<file path="src/rtl/ifetch_pkg.sv">
// Shared types and constants for the instruction-fetch unit.
package ifetch_pkg;

    typedef enum logic [1:0] {
        S_IDLE  = 2'd0,
        S_FETCH = 2'd1,
        S_VALID = 2'd2,
        S_FAULT = 2'd3
    } state_e;

    localparam logic [31:0] NOP     = 32'h00000013;
    localparam logic [31:0] PC_INCR = 32'd4;

endpackage

</file>
<file path="src/rtl/ifetch.sv">
// Single-outstanding instruction fetch: one word per (memory latency + 2) cycles, redirect-aware.
// Define IFETCH_MISALIGN_CHECK_EN to trap fetches from non-word-aligned addresses in S_FAULT.
module ifetch
    import ifetch_pkg::*;
#(
    parameter logic [31:0] RESET_PC = 32'h00000000
) (
    input  logic        clk,
    input  logic        reset,
    input  logic [31:0] pc,
    output logic [31:0] pc_next,
    output logic        pc_en,
    output logic        imem_req,
    output logic [31:0] imem_addr,
    input  logic        imem_ack,
    input  logic [31:0] imem_rdata,
    output logic [31:0] instr,
    output logic [31:0] instr_pc,
    output logic        instr_valid,
    input  logic        instr_ready,
    input  logic        redirect_valid,
    input  logic [31:0] redirect_pc,
    output logic        fetch_fault
);

    state_e      state_q, state_d;
    logic [31:0] faddr_q, faddr_d;
    logic [31:0] pend_q, pend_d;
    logic        drop_q, drop_d;
    logic [31:0] instr_q, instr_d;
    logic [31:0] ipc_q, ipc_d;
    logic        launch;

    always_ff @(posedge clk or posedge reset) begin
        if (reset) begin
            state_q <= S_IDLE;
            faddr_q <= RESET_PC;
            pend_q  <= RESET_PC;
            drop_q  <= 1'b0;
            instr_q <= NOP;
            ipc_q   <= RESET_PC;
        end else begin
            state_q <= state_d;
            faddr_q <= faddr_d;
            pend_q  <= pend_d;
            drop_q  <= drop_d;
            instr_q <= instr_d;
            ipc_q   <= ipc_d;
        end
    end

    always_comb begin
        state_d = state_q;
        faddr_d = faddr_q;
        pend_d  = pend_q;
        drop_d  = drop_q;
        instr_d = instr_q;
        ipc_d   = ipc_q;
        launch  = 1'b0;
        case (state_q)
            S_IDLE: begin
                launch  = 1'b1;
                faddr_d = redirect_valid ? redirect_pc : pc;
            end
            S_FETCH: begin
                if (imem_ack) begin
                    drop_d = 1'b0;
                    if (redirect_valid) begin
                        launch  = 1'b1;
                        faddr_d = redirect_pc;
                    end else if (drop_q) begin
                        launch  = 1'b1;
                        faddr_d = pend_q;
                    end else begin
                        instr_d = imem_rdata;
                        ipc_d   = faddr_q;
                        state_d = S_VALID;
                    end
                end else if (redirect_valid) begin
                    // Request stays on the bus untouched; its data is discarded on ack.
                    drop_d = 1'b1;
                    pend_d = redirect_pc;
                end
            end
            S_VALID: begin
                if (redirect_valid) begin
                    launch  = 1'b1;
                    faddr_d = redirect_pc;
                end else if (instr_ready) begin
                    launch  = 1'b1;
                    faddr_d = ipc_q + PC_INCR;
                end
            end
            S_FAULT: begin
                if (redirect_valid) begin
                    launch  = 1'b1;
                    faddr_d = redirect_pc;
                end
            end
            default: state_d = S_IDLE;
        endcase
        if (launch) begin
`ifdef IFETCH_MISALIGN_CHECK_EN
            state_d = (faddr_d[1:0] != 2'b00) ? S_FAULT : S_FETCH;
`else
            state_d = S_FETCH;
`endif
        end
    end

    always_comb begin
        pc_en   = 1'b0;
        pc_next = faddr_q;
        if (redirect_valid) begin
            pc_en   = 1'b1;
            pc_next = redirect_pc;
        end else if (state_q == S_VALID && instr_ready) begin
            pc_en   = 1'b1;
            pc_next = ipc_q + PC_INCR;
        end
        if (reset) begin
            pc_en   = 1'b0;
            pc_next = RESET_PC;
        end
    end

    assign imem_req    = (state_q == S_FETCH);
    assign imem_addr   = faddr_q;
    assign instr       = instr_q;
    assign instr_pc    = ipc_q;
    assign instr_valid = (state_q == S_VALID);
`ifdef IFETCH_MISALIGN_CHECK_EN
    assign fetch_fault = (state_q == S_FAULT);
`else
    assign fetch_fault = 1'b0;
`endif

endmodule

</file>
<file path="config.mk">
export PLATFORM = sky130hd
export DESIGN_NAME = ifetch
export DESIGN_NICKNAME = d
export VERILOG_FILES = /design/src/rtl/ifetch_pkg.sv /design/src/rtl/ifetch.sv
export SDC_FILE = /design/constraint.sdc
export NUM_CORES = 1
export LEC_CHECK = 0
export BUFFER_PORTS_ARGS = -buffer_cell sky130_fd_sc_hd__clkbuf_2
export CORE_MARGIN = 3
export CORE_UTILIZATION = 40
export CTS_BUF_LIST = sky130_fd_sc_hd__clkbuf_8 sky130_fd_sc_hd__clkbuf_16
export DETAILED_ROUTE_END_ITERATION = 16
export GPL_TIMING_DRIVEN = 0
export PLACE_DENSITY = 0.69
export SYNTH_ARGS = -nofsm -noshare
export SYNTH_HDL_FRONTEND = slang
export SYNTH_SLANG_ARGS = --single-unit
</file>
<file path="constraint.sdc">
create_clock -name clk -period 6.2 [get_ports clk]
set_clock_uncertainty 0.2 [all_clocks]
set_input_delay 0.31 -clock clk [delete_from_list [all_inputs] [get_ports clk]]
set_output_delay 0.31 -clock clk [all_outputs]
set_load 0.005 [all_outputs]
</file>
==> flow_summary.json <==
{
  "hold_viol_final": 0,
  "gr-total-overflow": 0,
  "synthArstFlopShare_pct": 100,
  "worstMarginPinSlew_ns": 0.887,
  "seqPwrFrac_pct": 37.1,
  "dp_slack_ns": 3.24,
  "drcViolationCount": 0,
  "clk_latency_ns": 0.43,
  "path_clk_slew_ns": 0.06,
  "end_kind": "output port",
  "cts-root-buf": "clkbuf_16",
  "port_buffers": 231,
  "p_clk_share_pct": 21.1,
  "worstSetupStartpointType": "flop",
  "intPower_uw": 2840,
  "r2r-start": "instr_pc[2]",
  "fin_util_pct": 56.9,
  "core_mm2": 0.0175,
  "syn_nets": 812,
  "synth.area.top_cells": "dfrtp_1, mux2_2, nand2_1",
  "min-delay-start": "pc[23]",
  "wl_mm": 27.1,
  "yosysSeqAreaShare_pct": 45.0,
  "firstDrtPassIters": 6,
  "antenna_found_initial": 1,
  "ys_ff_latch": 131,
  "yosysMostFrequentCell": "dfrtp_1",
  "avgSynthCellArea_um2": 10.3,
  "ctsHoldBuffers": 65,
  "hold_path_class": "primary input to flop",
  "initial_core_util_pct": 41.5,
  "tritoncts": "yes",
  "ctsResizeCount": 0,
  "synth_top_area_share_pct": 44.0,
  "ys_warn_count": 0,
  "power_switching_share_pct": 38.9,
  "vias": 7361,
  "synth_edf_count": 0,
  "power_uw": 4640,
  "postCtsSetupRepairBufs": 0,
  "r2r-end": "imem_addr[28]",
  "yosys.area.top_type": "dfrtp_1",
  "syn_area_mm2": 0.00729,
  "dpl.hpwl_mm": 19.2,
  "synth_cell_types": 65,
  "grt_max_degree": 91,
  "num_io_pins": 233,
  "drv_slew": 0,
  "maxCapViolCount": 0,
  "die_h_um": 141,
  "period_needed_ns": 3.35,
  "critPathMaxFanout": 8,
  "rrSetupSlack_ns": 3.63,
  "tns_ns": 0,
  "power_frac_comb_pct": 41.7,
  "path_class": "flop to output port",
  "cts_buffers": 17,
  "die_area_mm2": 0.0199,
  "ys_top_cells_by_count": "dfrtp_1, mux2_2, nand2_1, nor2_1, o21ai_0",
  "worstPathRequired_ns": 5.69,
  "hold_depth": 4,
  "setup_ws_ns": 2.85,
  "layoutNonFillerInstCount": 1264,
  "min_period_over_period_pct": 54.1,
  "drt_iter0_drc": 764,
  "cts.htree.levels": 4,
  "synthCells": 709,
  "r2r_cells": 6,
  "rsz0062_at_grt": "no",
  "ant_nets": 0,
  "synth_ff_type": "dfrtp_1",
  "cts_buffer_depth": 2,
  "final_nets": 1128,
  "area_growth_pct": 36.9,
  "p_sw_uw": 1800,
  "leakagePower_uw": 0.00458,
  "grt_pass1_wl_mm": 41.9,
  "clock_sinks": 131,
  "rows": 48,
  "gp_congestion": 0.920,
  "track_usage_pct": 27.3,
  "critPathArrivalTime_ns": 2.84,
  "ir_drop_mv": 0.232,
  "run_status": "complete, no violations",
  "worstHoldEndpoint": "imem_addr[23]",
  "powerDensity_mw_per_mm2": 465,
  "die_w_um": 141,
  "wl_per_cell_um": 21.5,
  "drive_gt1_share_pct": 41.5,
  "placed_cells_incl_taps": 1166,
  "setup_viol": 0,
  "slew_headroom_pct": 40.7,
  "avgViaCountPerCell": 5.82,
  "grt_pass1_vias": 7407,
  "timing.fmax_ghz": 0.298
}
==> cells by family after synthesis <==
group                      share of synthesized area [%]
xor gates and xnor gates                            2.52
AOI/OAI and AO/OA                                   14.5
DFF                                                 45.0
adders and majority gates                          0.343
and+or+nand+nor                                     14.2
buffers and inverters                               4.26
other                                             0.0515
muxes                                               19.2
==> sequential cells by signal (all words and copies together) (netlist names) <==
signal     count
instr         32
pend_q        32
state_q        2
imem_addr     32
instr_pc      32
drop_q         1
==> cells in the final DEF, fill, tap and decap left out, drive strengths merged, types with 9 or more instances in the layout <==
| cell | count |
|---|---|
| mux2 | 116 |
| a21oi | 38 |
| nor3 | 20 |
| inv | 15 |
| dfrtp | 128 |
| nand4 | 12 |
| mux2i | 9 |
| clkbuf | 268 |
| o21ai | 42 |
| nand2 | 69 |
| xnor2 | 13 |
| nor2 | 52 |
| dlygate4sd3 | 65 |
| nand3 | 16 |
| o22ai | 27 |
| a221oi | 12 |
| buf | 31 |
==> how the worst max path moves through the flow <==
stage	from	endpoint	slack (ns)
floorplan	reset	drop_q	1.99
global placement	reset	instr[17]	-0.05
detailed placement	redirect_valid	pc_next[15]	3.24
CTS	instr_pc[2]	pc_next[28]	2.93
global route	instr_pc[2]	pc_next[28]	2.70
finish	instr_pc[2]	pc_next[28]	2.85
==> power by group through the flow <==
stage | clock, µW | combinational [µW] | sequential, µW
after CTS | 992 | 1920 | 1710
after global placement | 0 | 1840 | 1700
after detailed placement | 0 | 1880 | 1720
final | 981 | 1940 | 1720
after floorplan | 0 | 1150 | 1640
after global routing | 1030 | 2110 | 1790
==> cell type report <==
class / instances / area (µm²)
Clock inverter: 14 / 129
Inverter: 11 / 46.3
Clock buffer: 18 / 439
Tap cell: 225 / 282
Timing Repair Buffer: 297 / 1830
Multi-Input combinational cell: 518 / 3690
Sequential cell: 131 / 3280
Fill cell: 1543 / 7560
Buffer: 49 / 269
Antenna cell: 1 / 2.50
==> per-stage QoR <==
| step | area [µm²] | hold WS, ns |
|---|---|---|
| finish | 9980 | 0.135 |
| global route | 9980 | 0.151 |
| CTS | 9970 | 0.121 |
| detailed placement | 8760 | 0.292 |
| global placement | 8720 | 0.282 |
| floorplan | 7290 | 0.196 |
==> metal layers <==
layer  up-vias  share of wire (%)  track usage [%]
li1       3233                  -                -
met1      3554                 40             35.7
met2       496                 46             43.1
met3        78                 10             6.65
met4         0                3.8             12.2
met5         -                  0                0
==> critical path, stage by stage, from the launching register on <==
cell	delay [ns]
dfrtp_1	0.48
ha_1	0.32
inv_1	0.10
nor4_1	0.63
nand4_1	0.25
xnor2_1	0.34
o22ai_1	0.16
clkbuf_2	0.15
(Power assumes the default switching activity.)
